===== config.mk =====
export PLATFORM = sky130hd
export DESIGN_NAME = uart_rx_mp
export DESIGN_NICKNAME = d
export VERILOG_FILES = /design/src/rtl/uart_rx_mp.sv
export SDC_FILE = /design/constraint.sdc
export NUM_CORES = 1
export LEC_CHECK = 0
export CAP_MARGIN = 20
export CORE_MARGIN = 2
export CORE_UTILIZATION = 63
export CTS_BUF_LIST = sky130_fd_sc_hd__clkbuf_16
export DETAILED_ROUTE_END_ITERATION = 8
export GPL_TIMING_DRIVEN = 0
export PLACE_DENSITY = 0.84
export SYNTH_ARGS = -nofsm -noshare
export SYNTH_HDL_FRONTEND = slang
export SYNTH_SLANG_ARGS = --single-unit

===== constraint.sdc =====
create_clock -name clk -period 5.3 [get_ports clk]
set_input_delay 0.53 -clock clk [delete_from_list [all_inputs] [get_ports clk]]
set_output_delay 0.53 -clock clk [all_outputs]
set_load 0.01 [all_outputs]

===== src/rtl/uart_rx_mp.sv =====
// ============================================================================
//  Module   : uart_rx_mp
//  Purpose  : Oversampling UART receiver with show-ahead receive FIFO and
//             registered RTS flow control.
//  Revision : 1.0 - initial release
// ============================================================================
`default_nettype none

module uart_rx_mp #(
    parameter int CLK_PER_BIT = 16,
    parameter int FIFO_DEPTH  = 4,
    parameter int RTS_THRESH  = 3
) (
    input  logic                          clk,
    input  logic                          reset,
    input  logic                          uart_rx,
    input  logic                          cfg_parity_en,
    input  logic                          cfg_parity_odd,
    input  logic                          cfg_stop2,
    input  logic                          rd_en,
    output logic                          rd_valid,
    output logic [7:0]                    rd_data,
    output logic                          rd_perr,
    output logic                          rd_ferr,
    output logic                          overrun,
    output logic [$clog2(FIFO_DEPTH):0]   fifo_count,
    output logic                          rts_n
);

    localparam int c_cnt_w = $clog2(CLK_PER_BIT);
    localparam int c_ptr_w = $clog2(FIFO_DEPTH);
    localparam int c_occ_w = c_ptr_w + 1;

    localparam logic [c_cnt_w-1:0] c_half = c_cnt_w'(CLK_PER_BIT / 2 - 1);
    localparam logic [c_cnt_w-1:0] c_full = c_cnt_w'(CLK_PER_BIT - 1);
    localparam logic [c_occ_w-1:0] c_depth  = c_occ_w'(FIFO_DEPTH);
    localparam logic [c_occ_w-1:0] c_thresh = c_occ_w'(RTS_THRESH);

    localparam logic [2:0] c_st_idle   = 3'd0;
    localparam logic [2:0] c_st_start  = 3'd1;
    localparam logic [2:0] c_st_data   = 3'd2;
    localparam logic [2:0] c_st_parity = 3'd3;
    localparam logic [2:0] c_st_stop1  = 3'd4;
    localparam logic [2:0] c_st_stop2  = 3'd5;
    localparam logic [2:0] c_st_break  = 3'd6;

    logic               r_rx_meta;
    logic               r_rxs;
    logic [2:0]         r_state;
    logic [c_cnt_w-1:0] r_cnt;
    logic [2:0]         r_bit_idx;
    logic [7:0]         r_shift;
    logic               r_perr;
    logic               r_ferr;
    logic               r_sh_par_en;
    logic               r_sh_par_odd;
    logic               r_sh_stop2;

    logic [9:0]         r_mem [FIFO_DEPTH];
    logic [c_ptr_w-1:0] r_wr_ptr;
    logic [c_ptr_w-1:0] r_rd_ptr;
    logic [c_occ_w-1:0] r_count;
    logic               r_overrun;
    logic               r_rts_n;

    logic w_tick;
    logic w_break;
    logic w_push;
    logic w_push_ferr;
    logic w_pop;
    logic w_full;
    logic w_accept;

    always_ff @(posedge clk or posedge reset) begin
        if (reset) begin
            r_rx_meta <= 1'b1;
            r_rxs     <= 1'b1;
        end else begin
            r_rx_meta <= uart_rx;
            r_rxs     <= r_rx_meta;
        end
    end

    assign w_tick  = (r_cnt == '0);
    assign w_break = (r_shift == 8'h00) && !r_rxs;

    // A frame completes at the mid-bit sample of its last stop bit; a break
    // completes at the first stop bit regardless of the two-stop setting.
    assign w_push = w_tick &&
                    (((r_state == c_st_stop1) && (!r_sh_stop2 || w_break)) ||
                     (r_state == c_st_stop2));
    assign w_push_ferr = !r_rxs || ((r_state == c_st_stop2) && r_ferr);

    always_ff @(posedge clk or posedge reset) begin
        if (reset) begin
            r_state      <= c_st_idle;
            r_cnt        <= '0;
            r_bit_idx    <= '0;
            r_shift      <= '0;
            r_perr       <= 1'b0;
            r_ferr       <= 1'b0;
            r_sh_par_en  <= 1'b0;
            r_sh_par_odd <= 1'b0;
            r_sh_stop2   <= 1'b0;
        end else begin
            case (r_state)
                c_st_idle: begin
                    if (!r_rxs) begin
                        r_state <= c_st_start;
                        r_cnt   <= c_half;
                    end
                end
                c_st_start: begin
                    if (!w_tick) begin
                        r_cnt <= r_cnt - 1'b1;
                    end else if (r_rxs) begin
                        r_state <= c_st_idle;
                    end else begin
                        r_sh_par_en  <= cfg_parity_en;
                        r_sh_par_odd <= cfg_parity_odd;
                        r_sh_stop2   <= cfg_stop2;
                        r_perr       <= 1'b0;
                        r_ferr       <= 1'b0;
                        r_bit_idx    <= '0;
                        r_cnt        <= c_full;
                        r_state      <= c_st_data;
                    end
                end
                c_st_data: begin
                    if (!w_tick) begin
                        r_cnt <= r_cnt - 1'b1;
                    end else begin
                        r_shift   <= {r_rxs, r_shift[7:1]};
                        r_bit_idx <= r_bit_idx + 1'b1;
                        r_cnt     <= c_full;
                        if (r_bit_idx == 3'd7) begin
                            r_state <= r_sh_par_en ? c_st_parity : c_st_stop1;
                        end
                    end
                end
                c_st_parity: begin
                    if (!w_tick) begin
                        r_cnt <= r_cnt - 1'b1;
                    end else begin
                        r_perr  <= r_rxs != ((^r_shift) ^ r_sh_par_odd);
                        r_cnt   <= c_full;
                        r_state <= c_st_stop1;
                    end
                end
                c_st_stop1: begin
                    if (!w_tick) begin
                        r_cnt <= r_cnt - 1'b1;
                    end else begin
                        r_cnt <= c_full;
                        if (w_break) begin
                            r_state <= c_st_break;
                        end else if (r_sh_stop2) begin
                            r_ferr  <= !r_rxs;
                            r_state <= c_st_stop2;
                        end else begin
                            r_state <= c_st_idle;
                        end
                    end
                end
                c_st_stop2: begin
                    if (!w_tick) begin
                        r_cnt <= r_cnt - 1'b1;
                    end else begin
                        r_state <= c_st_idle;
                    end
                end
                c_st_break: begin
                    if (r_rxs) begin
                        r_state <= c_st_idle;
                    end
                end
                default: r_state <= c_st_idle;
            endcase
        end
    end

    assign w_pop    = rd_en && (r_count != '0);
    assign w_full   = (r_count == c_depth);
    assign w_accept = w_push && (!w_full || w_pop);

    always_ff @(posedge clk) begin
        if (w_accept) begin
            r_mem[r_wr_ptr] <= {r_shift, r_perr, w_push_ferr};
        end
    end

    always_ff @(posedge clk or posedge reset) begin
        if (reset) begin
            r_wr_ptr  <= '0;
            r_rd_ptr  <= '0;
            r_count   <= '0;
            r_overrun <= 1'b0;
            r_rts_n   <= 1'b1;
        end else begin
            r_overrun <= w_push && w_full && !w_pop;
            r_rts_n   <= (r_count >= c_thresh);
            if (w_accept) begin
                r_wr_ptr <= r_wr_ptr + 1'b1;
            end
            if (w_pop) begin
                r_rd_ptr <= r_rd_ptr + 1'b1;
            end
            if (w_accept && !w_pop) begin
                r_count <= r_count + 1'b1;
            end else if (!w_accept && w_pop) begin
                r_count <= r_count - 1'b1;
            end
        end
    end

    // Head fields read as zero while empty so stale entries never leak out.
    assign rd_valid   = (r_count != '0);
    assign rd_data    = rd_valid ? r_mem[r_rd_ptr][9:2] : 8'h00;
    assign rd_perr    = rd_valid && r_mem[r_rd_ptr][1];
    assign rd_ferr    = rd_valid && r_mem[r_rd_ptr][0];
    assign overrun    = r_overrun;
    assign fifo_count = r_count;
    assign rts_n      = r_rts_n;

endmodule

`default_nettype wire


==> results.cfg, run 1 <==
[finish]
antenna_cells = 0
final-seq-area_sq_um = 2056
multi_input_area_sq_um = 1234
layout-drive-gt1-share_pct = 17.79
nets = 313
fillers = 293
area_growth_pct = 18.52

[clocking]
cts_resized = 0
clockBufferDepth = 2
cts.hold.buffers_added = 0
path_clk_slew_ns = 0.06
numCtsBuffers = 9
cts_tree = done
cts_setup_buffers = 0
cts_root_buf = clkbuf_16
htreeDepth = 3
worst_skew_pair.late_latency_ns = 0.33
cts_sinks = 74

[yosys]
synth-seq-area-share_pct = 59.79
synth_ff_type = edfxtp_1
postSynthCellCount = 259
synth_edf_count = 40
ys_warn_count = 0
ys_async_sr_fraction_pct = 45.95
syn_area_sq_um = 3438
syn_nets = 279
syn_area_per_cell_sq_um = 13.28
synth_cell_types = 48
ys_seq_elements = 74

[power]
combPwrFrac_pct = 35.3
ir_drop_mv = 0.3453
p_sw_uw = 692.2
power.share.switching_pct = 32.07
leakage_nw = 1.552
power_frac_clock_pct = 28.1
power_frac_seq_pct = 36.6
power.density_nw_per_um2 = 529.6
p_int_mw = 1.466

[route]
vias = 2110
drc = 0
firstDrtPassIters = 4
ant_nets = 0
drtIter0Drc = 156
wl_per_cell_um = 17.60
totalWireLength_um = 6478
viasPerCell = 5.734

[placement]
gp_congestion = 0.8871
io_buffers = 22
dp_hpwl_um = 4230

[timing]
worstMarginPinSlew_ns = 0.6798
hold_viol_final = 0
final_max_slew_viol_count = 0
fin_worst_skew_ns = 0.005724
relSlewSlack_pct = 54.29
grt_setup_unrepaired = no
period_share_pct = 54.50
timing.fmax_mhz = 346.2
whs_ns = 0.3547
min_period_ns = 2.888
setup_viol = 0
tns_ns = 0

[run_status]
status = complete, no violations

[floorplanning]
dieArea_sq_um = 6065
die_w_um = 77.88
initial_utilization_pct = 66.47
num_io_pins = 23
row_count = 26
die_h_um = 77.88
core_sq_um = 5172

[hold_path]
hold_depth = 0
hp-class = flop to flop
hp-start = r_rx_meta$_DFF_PP1_

[global_routing]
gr-total-overflow = 0
grt_most_used_layer = met2
antenna_found_initial = 0
use_met3_pct = 5.349
use_met1_pct = 30.91
grt_pass1_vias = 2252
grt_use_met2_pct = 41.55
grt_max_degree = 20
grt.total_usage_pct = 24.64
grt_pass1_wl_um = 11220

[job]
cap_violations = 0

[setup_path]
path_depth = 10
ff2ff_setup_slack_ns = 2.41
worstPathMaxFanout = 7
reg2reg_to = fifo_count[1]$_DFFE_PP0P_
cp_slowest_cell = dfrtp_1
cpPeakStageDelay_ns = 0.45
critPathBufInv = 3
worstReg2RegStart = r_shift[2]$_DFFE_PP0P_
cp-startpoint = r_shift[2]$_DFFE_PP0P_
cp.arrival_ns = 3.10
critPathRequiredTime_ns = 5.51
cp-start-kind = flop
critPathCaptureType = flop
worstPathCellList = inv_1, ha_1, and4b_1, a211oi_1, and3b_1, buf_6, ha_1, inv_1, fa_1, mux2_2
worstSetupPathType = flop to flop
cp_top_family = adder cells
reg2regPathDepth = 10
crit_end = fifo_count[1]$_DFFE_PP0P_
[power by group through the flow]
stage | Clock (mW) | Combinational [mW] | Sequential, mW
floorplan | 0 | 0.504 | 0.781
global placement | 0 | 0.724 | 0.790
detailed placement | 0 | 0.753 | 0.796
CTS | 0.614 | 0.768 | 0.789
global route | 0.642 | 0.844 | 0.802
finish | 0.607 | 0.761 | 0.790
[cell usage in the layout (no fill, tap or decap), types with 2 or more instances in the layout]
| cell type | instances |
|---|---|
| clkbuf_16 | 9 |
| a21oi_1 | 6 |
| nand2_1 | 21 |
| inv_1 | 21 |
| a31oi_1 | 3 |
| dfstp_2 | 3 |
| o31ai_1 | 2 |
| nand3_1 | 2 |
| inv_6 | 2 |
| xnor2_1 | 10 |
| xor2_1 | 3 |
| ha_1 | 12 |
| and2_2 | 4 |
| a211oi_1 | 2 |
| dfrtp_1 | 31 |
| a22o_1 | 2 |
| nand4_1 | 2 |
| edfxtp_1 | 40 |
| buf_2 | 6 |
| clkbuf_1 | 4 |
| clkinvlp_4 | 2 |
| mux2_2 | 6 |
| nor4b_1 | 2 |
| and2_1 | 10 |
| o21ai_0 | 20 |
| nor3_1 | 4 |
| mux4_2 | 10 |
| clkdlybuf4s50_1 | 22 |
| nor2b_1 | 3 |
| nor3b_1 | 2 |
| nor2_1 | 6 |
| and4b_1 | 2 |
[cells in the mapped netlist, drive strengths merged (7+ instances only)]
cell    instances  area share, %
and2           14            2.7
buf             7            1.2
dfrtp          31             23
edfxtp         40             35
ha             12            4.4
inv            21            2.3
mux2            7            2.4
mux4           10            6.6
nand2          21            2.3
o21ai          20            2.9
xnor2          10            2.5
[through the flow]
step                      worst slack [ns]  total power, mW  util, %  instances  cell area [sq um]
after floorplan                      2.846            1.285        -        259               3438
after global placement               2.386            1.514    72.42        351               3746
after detailed placement             2.358            1.549    72.96        352               3774
after CTS                            2.430            2.171    78.79        368               4075
after global routing                 2.246            2.288    78.79        368               4075
final                                2.412            2.158    78.79        368               4075
[routing by layer]
| layer | up-vias | share of wire [%] |
|---|---|---|
| met4 | 0 | 2.1 |
| met1 | 1034 | 42 |
| met3 | 12 | 3.0 |
| li1 | 1010 | - |
| met2 | 54 | 53 |
| met5 | - | 0 |
[cell type report]
cell class	count	share of cell area [%]
clock buffer	9	5.527
multi-input combinational	152	30.27
tap	70	2.149
clock inverter	7	1.873
inverter	21	1.934
buffer	12	1.719
sequential	74	50.45
timing repair buffer	23	6.079
[logic make-up (layout without fill, tap and decap cells)]
logic type                 count (synthesis)  in the layout  share of synthesized area [%]
AOI/OAI and AO/OA                         43             43                          7.642
xor gates and xnor gates                  13             13                          3.312
adders and majority gates                 13             13                          4.949
buffers and inverters                     33             72                          4.330
DFF                                       74             74                          59.79
muxes                                     17             17                          8.952
and+or+nand+nor                           66             66                          11.03
[state kept, by name, summed over array words and instances (netlist names), 2 cells and up]
register    flops
fifo_count      3
r_bit_idx       3
r_cnt           4
r_mem          40
r_rd_ptr        2
r_shift         8
r_state         3
r_wr_ptr        2
[worst min-delay path by stage]
stage | to | slack [ns]
2_1_floorplan | r_rxs$_DFF_PP1_ | 0.35
3_3_place_gp | r_rxs$_DFF_PP1_ | 0.35
3_5_place_dp | r_rxs$_DFF_PP1_ | 0.35
4_1_cts | r_rxs$_DFF_PP1_ | 0.36
5_1_grt | r_rxs$_DFF_PP1_ | 0.37
6_report | r_rxs$_DFF_PP1_ | 0.35
Power figures use the tool's default switching activity.
==> run 2: changes to the inputs <==
--- a/config.mk
+++ b/config.mk
@@ -7,11 +7,11 @@
 export LEC_CHECK = 0
 export CAP_MARGIN = 20
 export CORE_MARGIN = 2
-export CORE_UTILIZATION = 63
+export CORE_UTILIZATION = 53
 export CTS_BUF_LIST = sky130_fd_sc_hd__clkbuf_16
 export DETAILED_ROUTE_END_ITERATION = 8
 export GPL_TIMING_DRIVEN = 0
-export PLACE_DENSITY = 0.84
+export PLACE_DENSITY = 0.76
 export SYNTH_ARGS = -nofsm -noshare
 export SYNTH_HDL_FRONTEND = slang
 export SYNTH_SLANG_ARGS = --single-unit
==> constraint.sdc (replaced) <==
create_clock -name clk -period 2.6 [get_ports clk]
set_input_delay 0.26 -clock clk [delete_from_list [all_inputs] [get_ports clk]]
set_output_delay 0.26 -clock clk [all_outputs]
set_load 0.01 [all_outputs]
==> run 2 against run 1 <==
  * Worst hold slack got worse by 0.042 ns
  * Clock skew barely moved
  * Fmax rose by 16%
  * Global-route usage fell by 4.9 points
  * Via count rose by 3.1%
  * Count of clock-buffer cells in the layout did not move
  * Die area rose by 18%
  * Highest routed layer unchanged
==> results.cfg, run 2 (synthesis gave the netlist of run 1 again) <==
[run_status]
status = complete, no violations

[finish]
layout-drive-gt1-share_pct = 24.68
largest_reg_flops = 40
multi_input_area_sq_um = 1281
final_cell_mix = 40 x edfxtp_1, 28 x dfrtp_1, 22 x clkdlybuf4s50_1
final-seq-area_sq_um = 2059
antenna_cells = 0
nets = 323
final_common_cell = edfxtp_1
finalInstanceArea_sq_um = 4218
area_growth_pct = 22.67
reg_top3 = r_mem: 40 flops, r_shift: 8 flops, r_cnt: 4 flops
regMostFlops = r_mem
fillers = 445

[timing]
hold_viol_final = 0
relSlewSlack_pct = 56.68
worstMarginPinSlew_ns = 0.6408
fin_worst_skew_ns = 0.005913
worst_slack_ns = 0.1064
final_max_slew_viol_count = 0
setup_viol = 0
period_share_pct = 95.91
min_period_ns = 2.494
timing.fmax_mhz = 401.0

[clocking]
cts_sinks = 74
cts.hold.buffers_added = 0
htreeDepth = 3
cts_root_buf = clkbuf_16
path_clk_slew_ns = 0.06
clockBufferDepth = 2
numCtsBuffers = 9
cts_tree = done
worst_skew_pair.late_latency_ns = 0.33

[global_routing]
grt.total_usage_pct = 19.70
grt_max_degree = 21
grt_pass1_wl_um = 10790
gr-total-overflow = 0
use_met1_pct = 24.30
grt_pass1_vias = 2219
antenna_found_initial = 0
grt_use_met2_pct = 33.93
grt_most_used_layer = met2
use_met3_pct = 5.310

[power]
ir_drop_mv = 0.7421
leakage_nw = 1.609
power.density_nw_per_um2 = 1055
p_total_mw = 4.451

[route]
vias = 2175
ant_nets = 0
viasPerCell = 5.649
firstDrtPassIters = 4
wl_per_cell_um = 16.76
drtIter0Drc = 108
totalWireLength_um = 6452
drc = 0

[placement]
io_buffers = 22
place_area_sq_um = 3782
dp_hpwl_um = 4285
gp_congestion = 0.8365
pre_cts_ws_ns = -0.1517

[floorplanning]
die_w_um = 84.55
core_sq_um = 6314
num_io_pins = 23
row_count = 29
initial_utilization_pct = 54.46
dieArea_sq_um = 7148
die_h_um = 84.55

[setup_path]
cp_top_family = adder cells
worstPathMaxFanout = 7
critPathBufInv = 3
cp_common_cell = inv_2
cp_slowest_cell = fa_2
cp.arrival_ns = 2.70
critPathRequiredTime_ns = 2.81
cpPeakStageDelay_ns = 0.41
cp-start-kind = flop
worstSetupPathType = flop to flop
worstPathCellList = inv_2, ha_2, and4b_1, a211oi_2, and3b_1, buf_6, ha_4, inv_2, fa_2, mux2_2
critPathCaptureType = flop

[job]
cap_violations = 0

[hold_path]
hp-class = input pin to async pin
[run 2: changes by cell type in the layout (fill, tap and decap cells not counted), moves of 3 or more]
cell / change
dfrtp_1: -3
dfrtp_2: +3
inv_2: +3
buf_4: +11
inv_1: -3
ha_1: -4
[run 2: worst reg2reg max path: cells and delay by family, from the launching register on]
family / cells / cell delay [ns]
mux: 1 / 0.27
fa+ha+maj: 3 / 0.74
flops: 1 / 0.40
compound gates: 1 / 0.26
simple gates: 2 / 0.45
buf+inv: 3 / 0.25
[run 2: power breakdown]
part	switching [mW]	internal [mW]	leakage, nW	total, mW
Combinational	0.760	0.862	0.697	1.62
Clock	0.479	0.750	0.146	1.23
Sequential	0.175	1.43	0.766	1.60
Total	1.41	3.04	1.61	4.45
[run 2: worst paths after layout]
path | startpoint | end | cells after the start | slack (ns)
min in group clk | uart_rx | r_rx_meta$_DFF_PP1_ | 1 | 0.34
hold / removal | reset | r_cnt[3]$_DFFE_PP0P_ | 2 | 0.31
setup / recovery | r_shift[1]$_DFFE_PP0P_ | fifo_count[1]$_DFFE_PP0P_ | 10 | 0.11
max in group asynchronous | reset | rts_n$_DFF_PP1_ | 3 | 1.69
hold reg to reg | r_rx_meta$_DFF_PP1_ | r_rxs$_DFF_PP1_ | 0 | 0.35
setup reg to reg | r_shift[1]$_DFFE_PP0P_ | fifo_count[1]$_DFFE_PP0P_ | 10 | 0.11
[run 2: area by class of cell]
class / count / area share (%)
clock inverters: 7 / 1.839
well taps: 77 / 2.284
inverters: 21 / 1.869
multi-input cells: 152 / 30.38
flip-flops and latches: 74 / 48.83
repair buffers: 34 / 7.831
clock buffers: 9 / 5.340
plain buffers: 11 / 1.632
[run 2: through the flow]
step	hold WS [ns]	cells	utilization, %	setup TNS, ns
after global routing	0.3360	385	66.81	-0.02831
final	0.3126	385	66.81	0
after detailed placement	0.3468	359	59.91	-0.2653
after CTS	0.3296	378	65.36	-0.0003175
after floorplan	0.2645	259	-	0
after global placement	0.3463	358	59.47	-0.1475
[run 2: layer usage]
layer | wire (um) | vias up
met5 | 0 | -
met4 | 108 | 0
met3 | 240 | 12
met2 | 3372 | 58
met1 | 2731 | 1075
li1 | - | 1030
[run 2: timing repair]
action | 4_1_cts | 5_1_grt
pin swaps | 1 | 3
setup endpoints to repair | 2 | 10
gates resized for setup | 6 | 11
setup buffers | 3 | 8
cloned | 0 | 0
==> run 3: changes to the inputs <==
--- a/config.mk
+++ b/config.mk
@@ -5,6 +5,7 @@
 export SDC_FILE = /design/constraint.sdc
 export NUM_CORES = 1
 export LEC_CHECK = 0
+export ABC_AREA = 0
 export CAP_MARGIN = 20
 export CORE_MARGIN = 2
 export CORE_UTILIZATION = 53
==> results of run 3 <==
The final DEF is identical to that of run 2; final timing and power are the same.
